==> src/rtl/audio_pkg.sv <==
// Shared types and defaults for the PWM audio output stage.
package audio_pkg;

    typedef enum logic [1:0] {
        MUTED = 2'd0,
        PLAY  = 2'd1,
        RAMP  = 2'd2
    } mute_state_t;

    localparam int unsigned DEFAULT_N = 8;

endpackage

==> src/rtl/pwm_audio_out_if.sv <==
// Sample handshake, mute control and audio outputs of pwm_audio_out.
interface pwm_audio_out_if
    import audio_pkg::*;
#(
    parameter int unsigned N = DEFAULT_N
);

    logic [N-1:0] dac_count;
    logic         sample_valid;
    logic         sample_ready;
    logic         mute;
    logic         pwm;
    logic         underrun;
    logic         period_start;

    modport master (
        output dac_count, sample_valid, mute,
        input  sample_ready, pwm, underrun, period_start
    );

    modport slave (
        input  dac_count, sample_valid, mute,
        output sample_ready, pwm, underrun, period_start
    );

endinterface

==> src/rtl/pwm_tick_gen.sv <==
// Prescaler: tick is high for one clock out of every DIV (always high when DIV=1).
module pwm_tick_gen #(
    parameter int unsigned DIV = 1
) (
    input  logic clk,
    input  logic rst,
    output logic tick
);

    localparam int unsigned PW = (DIV > 1) ? $clog2(DIV) : 1;
    localparam logic [PW-1:0] LAST = PW'(DIV - 1);

    logic [PW-1:0] pre;

    always_ff @(posedge clk or posedge rst) begin
        if (rst) begin
            pre <= '0;
        end else if (pre == LAST) begin
            pre <= '0;
        end else begin
            pre <= pre + 1'b1;
        end
    end

    assign tick = (pre == LAST);

endmodule

==> src/rtl/pwm_audio_out.sv <==
// PWM audio output: one-deep sample buffer, period-aligned duty updates, mute and underrun.
// Define PWM_MUTE_RAMP_EN to fade the duty down by RAMP_STEP per period on mute.
module pwm_audio_out
    import audio_pkg::*;
#(
    parameter int unsigned N         = DEFAULT_N,
    parameter int unsigned DIV       = 1,
    parameter int unsigned RAMP_STEP = 1
) (
    input logic            clk,
    input logic            rst,
    pwm_audio_out_if.slave bus
);

    if (DIV == 0 || RAMP_STEP > (2**N - 1)) begin : g_cfg_check
        $error("pwm_audio_out: DIV must be >= 1 and RAMP_STEP must fit in N bits");
    end

    logic         tick;
    logic         boundary;
    logic         accept;
    logic [N-1:0] pwm_cnt;
    logic [N-1:0] active_duty;
    logic [N-1:0] pending;
    logic         pending_full;
    logic         pwm_q;
    logic         underrun_q;
    logic         period_start_q;
    mute_state_t  state;

    pwm_tick_gen #(.DIV(DIV)) u_tick (
        .clk  (clk),
        .rst  (rst),
        .tick (tick)
    );

    assign boundary = tick && (pwm_cnt == '1);
    assign accept   = bus.sample_valid && !pending_full;

    assign bus.sample_ready = !pending_full;
    assign bus.pwm          = pwm_q;
    assign bus.underrun     = underrun_q;
    assign bus.period_start = period_start_q;

`ifdef PWM_MUTE_RAMP_EN
    localparam logic [N-1:0] STEP = N'(RAMP_STEP);
    logic [N-1:0] ramped;
    assign ramped = (active_duty > STEP) ? active_duty - STEP : '0;
`endif

    always_ff @(posedge clk or posedge rst) begin
        if (rst) begin
            pwm_cnt <= '0;
        end else if (tick) begin
            pwm_cnt <= pwm_cnt + 1'b1;
        end
    end

    always_ff @(posedge clk or posedge rst) begin
        if (rst) begin
            state          <= MUTED;
            active_duty    <= '0;
            pending        <= '0;
            pending_full   <= 1'b0;
            pwm_q          <= 1'b0;
            underrun_q     <= 1'b0;
            period_start_q <= 1'b0;
        end else begin
            pwm_q          <= (state != MUTED) && (pwm_cnt < active_duty);
            underrun_q     <= 1'b0;
            period_start_q <= boundary;

            if (boundary) begin
                // Every state either consumes or discards the buffered sample here.
                pending_full <= 1'b0;
                case (state)
                    MUTED: begin
                        if (!bus.mute) begin
                            state <= PLAY;
                            if (pending_full) active_duty <= pending;
                        end
                    end
                    PLAY: begin
                        if (bus.mute) begin
`ifdef PWM_MUTE_RAMP_EN
                            active_duty <= ramped;
                            state       <= (ramped == '0) ? MUTED : RAMP;
`else
                            state <= MUTED;
`endif
                        end else if (pending_full) begin
                            active_duty <= pending;
                        end else begin
                            underrun_q <= 1'b1;
                        end
                    end
`ifdef PWM_MUTE_RAMP_EN
                    RAMP: begin
                        if (!bus.mute) begin
                            state <= PLAY;
                            if (pending_full) active_duty <= pending;
                        end else begin
                            active_duty <= ramped;
                            state       <= (ramped == '0) ? MUTED : RAMP;
                        end
                    end
`endif
                    default: state <= MUTED;
                endcase
            end

            // A transfer on the boundary cycle lands after the drain and plays next period.
            if (accept) begin
                pending      <= bus.dac_count;
                pending_full <= 1'b1;
            end
        end
    end

endmodule

==> src/flat_wrapper.sv <==
// flat-port wrapper written by rule: the top's interface ports become plain ports
module pwm_audio_out_flat import audio_pkg::*;
#(
    parameter int unsigned N         = DEFAULT_N,
    parameter int unsigned DIV       = 1,
    parameter int unsigned RAMP_STEP = 1
)
  (clk, rst, bus_dac_count, bus_sample_valid, bus_mute, bus_sample_ready, bus_pwm, bus_underrun, bus_period_start);
  pwm_audio_out_if #(.N(N)) bus_i ();
  input logic clk;
  input logic rst;
  input wire logic [$bits(bus_i.dac_count)-1:0] bus_dac_count;
  input wire logic [$bits(bus_i.sample_valid)-1:0] bus_sample_valid;
  input wire logic [$bits(bus_i.mute)-1:0] bus_mute;
  output wire logic [$bits(bus_i.sample_ready)-1:0] bus_sample_ready;
  output wire logic [$bits(bus_i.pwm)-1:0] bus_pwm;
  output wire logic [$bits(bus_i.underrun)-1:0] bus_underrun;
  output wire logic [$bits(bus_i.period_start)-1:0] bus_period_start;
  assign bus_i.dac_count = bus_dac_count;
  assign bus_i.sample_valid = bus_sample_valid;
  assign bus_i.mute = bus_mute;
  assign bus_sample_ready = bus_i.sample_ready;
  assign bus_pwm = bus_i.pwm;
  assign bus_underrun = bus_i.underrun;
  assign bus_period_start = bus_i.period_start;
  pwm_audio_out #(.N(N), .DIV(DIV), .RAMP_STEP(RAMP_STEP)) u_core (.clk(clk), .rst(rst), .bus(bus_i));
endmodule
==> config.mk <==
export PLATFORM = sky130hd
export DESIGN_NAME = pwm_audio_out_flat
export DESIGN_NICKNAME = d
export VERILOG_FILES = /design/src/rtl/audio_pkg.sv /design/src/rtl/pwm_audio_out_if.sv /design/src/rtl/pwm_tick_gen.sv /design/src/rtl/pwm_audio_out.sv /design/src/flat_wrapper.sv
export SDC_FILE = /design/constraint.sdc
export NUM_CORES = 1
export LEC_CHECK = 0
export ABC_CLOCK_PERIOD_IN_PS = 2490
export BUFFER_PORTS_ARGS = -buffer_cell sky130_fd_sc_hd__buf_2
export CAP_MARGIN = 20
export CORE_UTILIZATION = 55
export DETAILED_ROUTE_END_ITERATION = 10
export GPL_TIMING_DRIVEN = 1
export PLACE_DENSITY = 0.74
export SLEW_MARGIN = 20
export SYNTH_ARGS = -nofsm -noshare
export SYNTH_HDL_FRONTEND = slang
export SYNTH_SLANG_ARGS = --single-unit
==> constraint.sdc <==
create_clock -name clk -period 2.49 [get_ports clk]
set_input_delay 0.1245 -clock clk [delete_from_list [all_inputs] [get_ports clk]]
set_output_delay 0.1245 -clock clk [all_outputs]
set_load 0.02 [all_outputs]
==> results.ini, run 1 <==
[status]
status=complete, no violations

[sta]
holdWs_ns=0.0229
setup_tns_ns=0
fin_worst_skew_ns=0.0103
relSlewSlack_pct=48.7
fmax_ghz=0.559
tightest_slew_ns=0.767
finalCriticalPeriod_ns=1.79
slew_viol_final=0
timing_hold_violations_final=0
rsz0062_at_grt=false
setup_violations=0
finalCritPeriodShare_pct=71.9

[place]
dpl.cell_count=138
numPortBuffers=15
place_congestion=0.766
dp_hpwl_microns=1430

[global_route]
antenna_found_initial=0
grt_first_pass_wirelength_microns=3540
grt_remaining_overflow=0
grt_max_degree=30
track_usage_pct=20.1
first_global_vias=771

[clock_tree]
clk_path_buf_depth=2
cts.sinks=29
cts_setup_buffers=0
cts_tree=done
htree_num_levels=2
numCtsBuffers=5
clockRootBuffer=clkbuf_4
cts.clk_slew.worst_paths_ns=0.09
clkLatencyLatePin_ns=0.32

[drt]
drc_errors=0
drtIter0Drc=17
wire_per_inst_microns=13.5
drt-total-wl_microns=1970
ant_nets=0
drtPass1Iterations=4
vias=763
drt-vias-per-instance=5.23

[critical_path]
critPathRequiredTime_ns=2.70
worst_setup_path_start_kind=flip-flop
cp.arrival_ns=2.00
crit_type=flip-flop to flip-flop
path_max_fanout=8
end_kind=flip-flop
r2r-start=u_core.pwm_cnt[0]
crit_start=u_core.pwm_cnt[0]

[floorplanning]
core_area_sq_um=2190
boundaryPins=16
start_util_pct=58.3
fp.dieW_microns=50.2
die_area_sq_um=2520
rows=17
die_h_microns=50.2

[synth]
mappedNetlistArea_sq_um=1280
syn_area_per_cell_sq_um=13.4
yosysUniqueCellTypes=24
ys_seq_elements=29
syn_nets=115
synth_warnings=0
synthCells=95
seq_area_frac_synth_pct=56.9

[power_and_ir_drop]
vdd_ir_drop_max_uv=499
powerDensity_nw_per_um2=621
p_leak_nw=0.725
finalPower_mw=0.904

[layout]
synthToLayoutAreaGrowth_pct=14.0
fin_util_pct=66.4
fin_cells=146
layout_common_cells=dfrtp_1, mux2_2, buf_2, inv_1, ha_1
layout.nets=138
diodes=0
final_common_cell=dfrtp_1
final_layout_size_suffix_gt1_share_pct=35.6

[min_path]
worstHoldStart=bus_mute
hold_class=input port to flip-flop

[flow_run]
maxCapViolCount=0

-- cell type report --
cell class                      instances  area [sq um]
Multi-Input combinational cell         54           505
Timing Repair Buffer                   17          92.6
Clock buffer                            7          55.1
Tap cell                               28          35.0
Fill cell                             157           736
Inverter                               11          41.3
Sequential cell                        29           726
-- worst paths after layout --
kind	end	slack (ns)	cells past startpoint
worst max-delay path	u_core.active_duty[3]	0.70	4
worst max register to register	u_core.active_duty[3]	0.70	4
min in group asynchronous	u_core.pending_full	0.41	4
worst min-delay path	u_core.bus.underrun	0.02	2
max in group asynchronous	u_core.bus.underrun	1.80	4
worst min register to register	u_core.pwm_cnt[0]	0.49	1
-- registers in the layout (all words and copies together), names as in the netlist --
register                 count
u_core.bus.period_start      1
u_core.bus.underrun          1
u_core.state                 1
u_core.pending               8
u_core.pwm_cnt               8
u_core.pending_full          1
u_core.active_duty           8
u_core.bus.pwm               1
-- worst max-delay path, stage by stage (launching register included) --
cell	delay [ns]
dfrtp_1	0.40
ha_1	0.25
nand3_1	0.16
nor4_4	0.46
mux2_2	0.39
-- what timing repair did --
action,CTS,global route
gates resized for setup,0,0
hold buffers,1,0
endpoints found under the hold margin,29,0
-- cell usage after synthesis --
master    number  share of area [%]
dfrtp_1       29                 57
mux2_2        16                 14
inv_1         11                3.2
ha_1           8                7.8
nand3_1        4                1.6
o21ai_0        3                1.2
xnor2_1        3                2.1
xor2_1         3                2.1
a21o_1         2                1.2
nor2_1         2               0.59
a211oi_1       1               0.59
a221oi_1       1               0.69
and3_2         1               0.59
clkbuf_1       1               0.29
nand2_1        1               0.29
nand2b_1       1               0.49
nand4_2        1               0.98
nor2b_1        1               0.49
nor3b_1        1               0.59
nor4_4         1                1.7
nor4b_1        1               0.69
o2111a_1       1               0.88
o211ai_1       1               0.59
or2_2          1               0.49
-- power by group --
part / total [mW] / switching, mW / internal [mW]
sequential: 0.548 / 0.0255 / 0.522
combinational: 0.0784 / 0.0294 / 0.0490
clock: 0.278 / 0.145 / 0.133
total: 0.904 / 0.200 / 0.704
-- per-stage QoR --
stage	worst slack, ns	instance area, sq um
floorplan	0.923	1280
global placement	0.749	1390
detailed placement	0.721	1390
CTS	0.688	1460
global route	0.546	1460
finish	0.700	1460
-- logic make-up (layout without fill, tap and decap cells) --
logic type | count (synthesis) | count (layout) | share of synthesized area, %
flip-flops | 29 | 29 | 56.9
multiplexers | 16 | 16 | 14.1
adder cells (fa/ha/maj) | 8 | 8 | 7.84
AO/OA/AOI/OAI | 9 | 9 | 5.10
XOR/XNOR | 6 | 6 | 4.12
buffers and inverters | 12 | 35 | 3.53
AND/OR/NAND/NOR | 15 | 15 | 8.43
-- layer usage --
metal | GRT usage [%] | vias to the layer above | part of all wire (%)
met2 | 30.0 | 15 | 44
met4 | 11.4 | 0 | 2.3
li1 | - | 373 | -
met1 | 24.9 | 369 | 49
met5 | 0 | - | 0
met3 | 7.27 | 6 | 4.4
(Power assumes the default switching activity.)
==> run 2: changes to the inputs <==
--- a/config.mk
+++ b/config.mk
@@ -5,13 +5,13 @@
 export SDC_FILE = /design/constraint.sdc
 export NUM_CORES = 1
 export LEC_CHECK = 0
-export ABC_CLOCK_PERIOD_IN_PS = 2490
+export ABC_CLOCK_PERIOD_IN_PS = 1600
 export BUFFER_PORTS_ARGS = -buffer_cell sky130_fd_sc_hd__buf_2
 export CAP_MARGIN = 20
-export CORE_UTILIZATION = 55
+export CORE_UTILIZATION = 50
 export DETAILED_ROUTE_END_ITERATION = 10
 export GPL_TIMING_DRIVEN = 1
-export PLACE_DENSITY = 0.74
+export PLACE_DENSITY = 0.71
 export SLEW_MARGIN = 20
 export SYNTH_ARGS = -nofsm -noshare
 export SYNTH_HDL_FRONTEND = slang
==> constraint.sdc (replaced) <==
create_clock -name clk -period 1.6 [get_ports clk]
set_input_delay 0.08 -clock clk [delete_from_list [all_inputs] [get_ports clk]]
set_output_delay 0.08 -clock clk [all_outputs]
set_load 0.02 [all_outputs]
==> results.ini, run 2 (synthesis gave the netlist of run 1 again) <==
[critical_path]
path_max_fanout=6  ; -2
crit_slowest_cell=dfrtp_2
max_stage_delay_ns=0.45  ; about the same
critPathRequiredTime_ns=1.82  ; -0.88 ns
r2r_cells=4  ; unchanged
worst_setup_path_start_kind=flip-flop
cp_cell_sequence=ha_1 > a211oi_1 > o21ai_0 > a221oi_1
crit_type=flip-flop to flip-flop
reg2reg_slack_ns=0.1  ; -0.61 ns
cp.arrival_ns=1.73  ; -0.27 ns
end_kind=flip-flop

[power_and_ir_drop]
switching_power_mw=0.328  ; +64%
p_leak_nw=0.787  ; +8.5%
vdd_ir_drop_max_uv=730  ; +46%
powerDensity_nw_per_um2=902  ; +45%
finalPower_mw=1.44  ; +59%
swShare_pct=22.8  ; +0.63 points
combPwrFrac_pct=10.1  ; +1.4 points
pwr-share-clk_pct=30.5  ; -0.3 points
p_int_mw=1.11  ; +58%
p_seq_share_pct=59.4  ; -1.2 points

[clock_tree]
htree_num_levels=2  ; unchanged
clockRootBuffer=clkbuf_4
clkLatencyLatePin_ns=0.32  ; about the same
numCtsBuffers=5  ; unchanged
cts_tree=done
cts.clk_slew.worst_paths_ns=0.08  ; about the same
cts.sinks=29  ; unchanged
clk_path_buf_depth=2  ; unchanged

[drt]
vias=818  ; +7.2%
drc_errors=0  ; unchanged
wl_met1_microns=970  ; +0.83%
drtPass1Iterations=4  ; unchanged
wire_per_inst_microns=14.2  ; +5.1%
maxUsedRoutingLayer=met4
ant_nets=0  ; unchanged
drtIter0Drc=5  ; -12
route.met2.wl_microns=1160  ; +32%
drt-vias-per-instance=5.11  ; -2.2%
wl_met3_microns=70  ; -20%
drt-total-wl_microns=2270  ; +15%

[layout]
layout.nets=152  ; +10%
fin_cells=160  ; +9.6%
synthToLayoutAreaGrowth_pct=25.0
reg_top3=u_core.active_duty x8, u_core.pending x8, u_core.pwm_cnt x8
layout_common_cells=dfrtp_1, mux2_2, buf_2, inv_1, dlygate4sd3_1
final_common_cell=dfrtp_1
diodes=0  ; unchanged
fin_util_pct=68.8  ; +2.4 points
final_layout_size_suffix_gt1_share_pct=38.6  ; +3.0 points

[min_path]
hold_class=input port to flip-flop
worstHoldPathCells=4  ; +2

[global_route]
track_usage_pct=21.8  ; +1.8 points
grt_remaining_overflow=0  ; unchanged
grt_first_pass_wirelength_microns=4020  ; +14%
first_global_vias=895  ; +16%
grt_max_degree=30  ; unchanged
antenna_found_initial=0  ; unchanged

[sta]
worst_slack_ns=0.0955  ; -0.605 ns
setup_tns_ns=0  ; unchanged
setup_violations=0  ; unchanged
finalCriticalPeriod_ns=1.50  ; -0.285 ns
relSlewSlack_pct=75.6  ; +27 points
timing_hold_violations_final=0  ; unchanged
slew_viol_final=0  ; unchanged
fin_worst_skew_ns=0.00405  ; -0.00625 ns
finalCritPeriodShare_pct=94.0  ; +22 points
fmax_ghz=0.665  ; +19%
tightest_slew_ns=0.366  ; -0.401 ns
rsz0062_at_grt=false

[status]
status=complete, no violations

[floorplanning]
boundaryPins=16  ; unchanged
rows=17  ; unchanged
start_util_pct=55.0  ; -3.2 points
fp.dieW_microns=52.5  ; +4.7%
die_h_microns=52.5  ; +4.7%
die_area_sq_um=2760  ; +9.6%
core_area_sq_um=2320  ; +5.8%

[place]
place_congestion=0.764  ; -0.22%
dp_hpwl_microns=1570  ; +10%
place_ws_ns=0.0106  ; -0.711 ns
numPortBuffers=15  ; unchanged
dpl.cell_count=142  ; +2.9%

[flow_run]
maxCapViolCount=0  ; unchanged

run 2: critical path, delay by kind of cell (launching register included):
family	cells	cell delay [ns]
adders and majority gates	1	0.30
DFF	1	0.45
AOI/OAI and AO/OA	3	0.65
run 2: layer usage:
| layer | GRT usage [%] | up-vias |
|---|---|---|
| met1 | 25.4 | 392 |
| met5 | 0 | - |
| met3 | 6.09 | 8 |
| li1 | - | 404 |
| met2 | 34.8 | 14 |
| met4 | 14.5 | 0 |
run 2: worst paths after layout:
check / from / end
setup / recovery: u_core.pwm_cnt[3] / u_core.bus.pwm
hold / removal: bus_sample_valid / u_core.pending_full
setup reg to reg: u_core.pwm_cnt[3] / u_core.bus.pwm
hold reg to reg: u_core.pending_full / u_core.bus.underrun
max in group asynchronous: rst / u_core.pwm_cnt[4]
min in group asynchronous: rst / u_core.active_duty[6]
run 2: power groups by stage:
| stage | Clock (mW) | Combinational [mW] | Sequential [mW] |
|---|---|---|---|
| after global routing | 0.482 | 0.161 | 0.867 |
| final | 0.439 | 0.145 | 0.855 |
| after detailed placement | 0 | 0.131 | 0.870 |
| after global placement | 0 | 0.120 | 0.860 |
| after CTS | 0.457 | 0.149 | 0.856 |
| after floorplan | 0 | 0.0943 | 0.852 |
run 2: metrics by stage:
| step | area, sq um | hold slack [ns] |
|---|---|---|
| final | 1600 | 0.260 |
| after global routing | 1600 | 0.299 |
| after CTS | 1580 | 0.259 |
| after detailed placement | 1420 | 0.173 |
| after global placement | 1420 | 0.160 |
| after floorplan | 1280 | 0.153 |
run 2: timing repair:
| item | in CTS | in global routing |
|---|---|---|
| endpoints found under the hold margin | 38 | 0 |
| buffers inserted | 0 | 1 |
| endpoints found under the setup margin | 1 | 9 |
| pin swaps | 0 | 0 |
| hold buffers | 10 | 0 |
| gates resized for setup | 1 | 4 |
run 2: cell type report:
class                           count  area [sq um]
Tap cell                           28          35.0
Timing Repair Buffer               31           224
Inverter                           11          41.3
Multi-Input combinational cell     54           510
Clock buffer                        7          55.1
Sequential cell                    29           729
Fill cell                         162           723
==> run 3: changes to the inputs <==
--- a/config.mk
+++ b/config.mk
@@ -8,6 +8,7 @@
 export ABC_CLOCK_PERIOD_IN_PS = 1600
 export BUFFER_PORTS_ARGS = -buffer_cell sky130_fd_sc_hd__buf_2
 export CAP_MARGIN = 20
+export CORE_ASPECT_RATIO = 0.6
 export CORE_UTILIZATION = 50
 export DETAILED_ROUTE_END_ITERATION = 10
 export GPL_TIMING_DRIVEN = 1
==> results.ini, run 3 (synthesis gave the netlist of run 1 again) <==
[status]
status=complete, no violations

[floorplanning]
die_h_microns=41.1  ; -22%
die_area_sq_um=2770  ; +0.25%
fp.dieW_microns=67.2  ; +28%
start_util_pct=56.0  ; +1.0 points
boundaryPins=16  ; unchanged
rows=13  ; -4
core_area_sq_um=2280  ; -1.8%

[critical_path]
crit_type=flip-flop to flip-flop
cp.arrival_ns=1.71  ; -0.02 ns
r2r_cells=4  ; unchanged
critPathRequiredTime_ns=1.77  ; -0.05 ns
r2r-start=u_core.pwm_cnt[3]
reg2reg_slack_ns=0.06  ; -0.03 ns
path_max_fanout=3  ; -3
worst_setup_path_start_kind=flip-flop
r2r_end=u_core.bus.pwm
end_kind=flip-flop

[power_and_ir_drop]
vdd_ir_drop_max_uv=651  ; -11%
powerDensity_nw_per_um2=993  ; +10%
p_leak_nw=0.763  ; -3.0%

[sta]
fin_worst_skew_ns=0.00611  ; +0.00206 ns
holdWs_ns=0.0322  ; -0.228 ns
timing_hold_violations_final=0  ; unchanged
finalCriticalPeriod_ns=1.54  ; +0.0322 ns
slew_viol_final=0  ; unchanged
fmax_ghz=0.651  ; -2.1%
tightest_slew_ns=0.354  ; -0.0128 ns
setup_violations=0  ; unchanged
finalCritPeriodShare_pct=96.0  ; +2.0 points
worst_slack_ns=0.0632  ; -0.0322 ns
relSlewSlack_pct=76.4  ; +0.86 points

[drt]
vias=790  ; -3.4%
drt-total-wl_microns=2200  ; -3.1%
drt-vias-per-instance=5.10  ; -0.31%
drc_errors=0  ; unchanged
drtPass1Iterations=4  ; unchanged
drtIter0Drc=33  ; +28
ant_nets=0  ; unchanged
wire_per_inst_microns=14.2  ; about the same

[clock_tree]
numCtsBuffers=5  ; unchanged
cts_setup_buffers=0  ; unchanged
cts_tree=done
cts.sinks=29  ; unchanged
htree_num_levels=2  ; unchanged
clkLatencyLatePin_ns=0.27  ; -0.05 ns
clockRootBuffer=clkbuf_8
cts.clk_slew.worst_paths_ns=0.06  ; -0.02 ns
clk_path_buf_depth=2  ; unchanged

[global_route]
antenna_found_initial=0  ; unchanged
grt_remaining_overflow=0  ; unchanged
track_usage_pct=19.9  ; -1.9 points
first_global_vias=789  ; -12%
grt_max_degree=30  ; unchanged
grt_first_pass_wirelength_microns=3550  ; -12%

[min_path]
hold_class=input port to flip-flop
holdPathEnd=u_core.bus.underrun
worstHoldPathCells=2  ; -2
worstHoldStart=bus_mute

[flow_run]
maxCapViolCount=0  ; unchanged

[place]
place_ws_ns=0.0329  ; +0.0223 ns
place_congestion=0.725  ; -5.1%
numPortBuffers=15  ; unchanged
dp_hpwl_microns=1620  ; +3.3%

[layout]
final_layout_size_suffix_gt1_share_pct=40.0  ; +1.4 points
layout_common_cells=dfrtp_1, mux2_2, buf_2, inv_1, ha_1
final_common_cell=dfrtp_1
fin_util_pct=67.8  ; -1.0 points
synthToLayoutAreaGrowth_pct=21.0
reg_top3=u_core.active_duty x8, u_core.pending x8, u_core.pwm_cnt x8
nFillCells=181  ; +12%
diodes=0  ; unchanged
layout.nets=144  ; -5.3%

run 3: cell count changes in the layout (fill, tap and decap cells not counted), sizes merged:
| cell | change |
|---|---|
| buf | +1 |
| clkbuf | +1 |
| dlygate4sd3 | -9 |
run 3: metal layers:
metal	wire length, microns	track usage, %	up-vias	share of wire (%)
met1	1040	24.3	377	47
met5	0	0	-	0
met3	128	8.06	6	5.8
met2	992	29.0	21	45
li1	-	-	386	-
met4	40	14.9	0	1.8
run 3: worst max-delay path by stage:
stage / startpoint / endpoint / cells past startpoint
2_1_floorplan: u_core.pwm_cnt[0] / u_core.active_duty[0] / 4
3_3_place_gp: u_core.pwm_cnt[1] / u_core.active_duty[5] / 5
3_5_place_dp: u_core.pwm_cnt[4] / u_core.active_duty[6] / 4
4_1_cts: u_core.pwm_cnt[4] / u_core.active_duty[6] / 4
5_1_grt: u_core.pwm_cnt[3] / u_core.bus.pwm / 4
6_report: u_core.pwm_cnt[3] / u_core.bus.pwm / 4
run 3: metrics by stage:
step | std cells | power (mW) | setup TNS (ns) | cell area, sq um
finish | 155 | 1.53 | 0 | 1540
global route | 155 | 1.61 | -0.0519 | 1540
CTS | 155 | 1.55 | 0 | 1530
detailed placement | 146 | 0.999 | 0 | 1440
global placement | 146 | 0.985 | 0 | 1440
floorplan | 95 | 0.946 | 0 | 1280
run 3: area by class of cell:
type	instances	area, sq um	area share (%)
flip-flops and latches	29	727	47.1
multi-input cells	54	517	33.5
repair buffers	23	141	9.16
clock buffers	8	80.1	5.19
inverters	11	41.3	2.67
well taps	30	37.5	2.43
run 3: timing repair:
action	CTS	global route
hold buffers	1	0
resized for setup	0	4
endpoints found under the setup margin	0	9
hold endpoints to repair	29	0
run 3: worst max-delay path, cell delays in order, from the launching register on:
cell	delay, ns
dfrtp_1	0.42
ha_1	0.31
a211oi_1	0.25
o21ai_0	0.15
a221oi_2	0.30
run 3: where the power goes:
part / internal [mW] / switching (mW)
registers: 0.815 / 0.0416
clock network: 0.308 / 0.242
logic: 0.0780 / 0.0485
total: 1.20 / 0.332
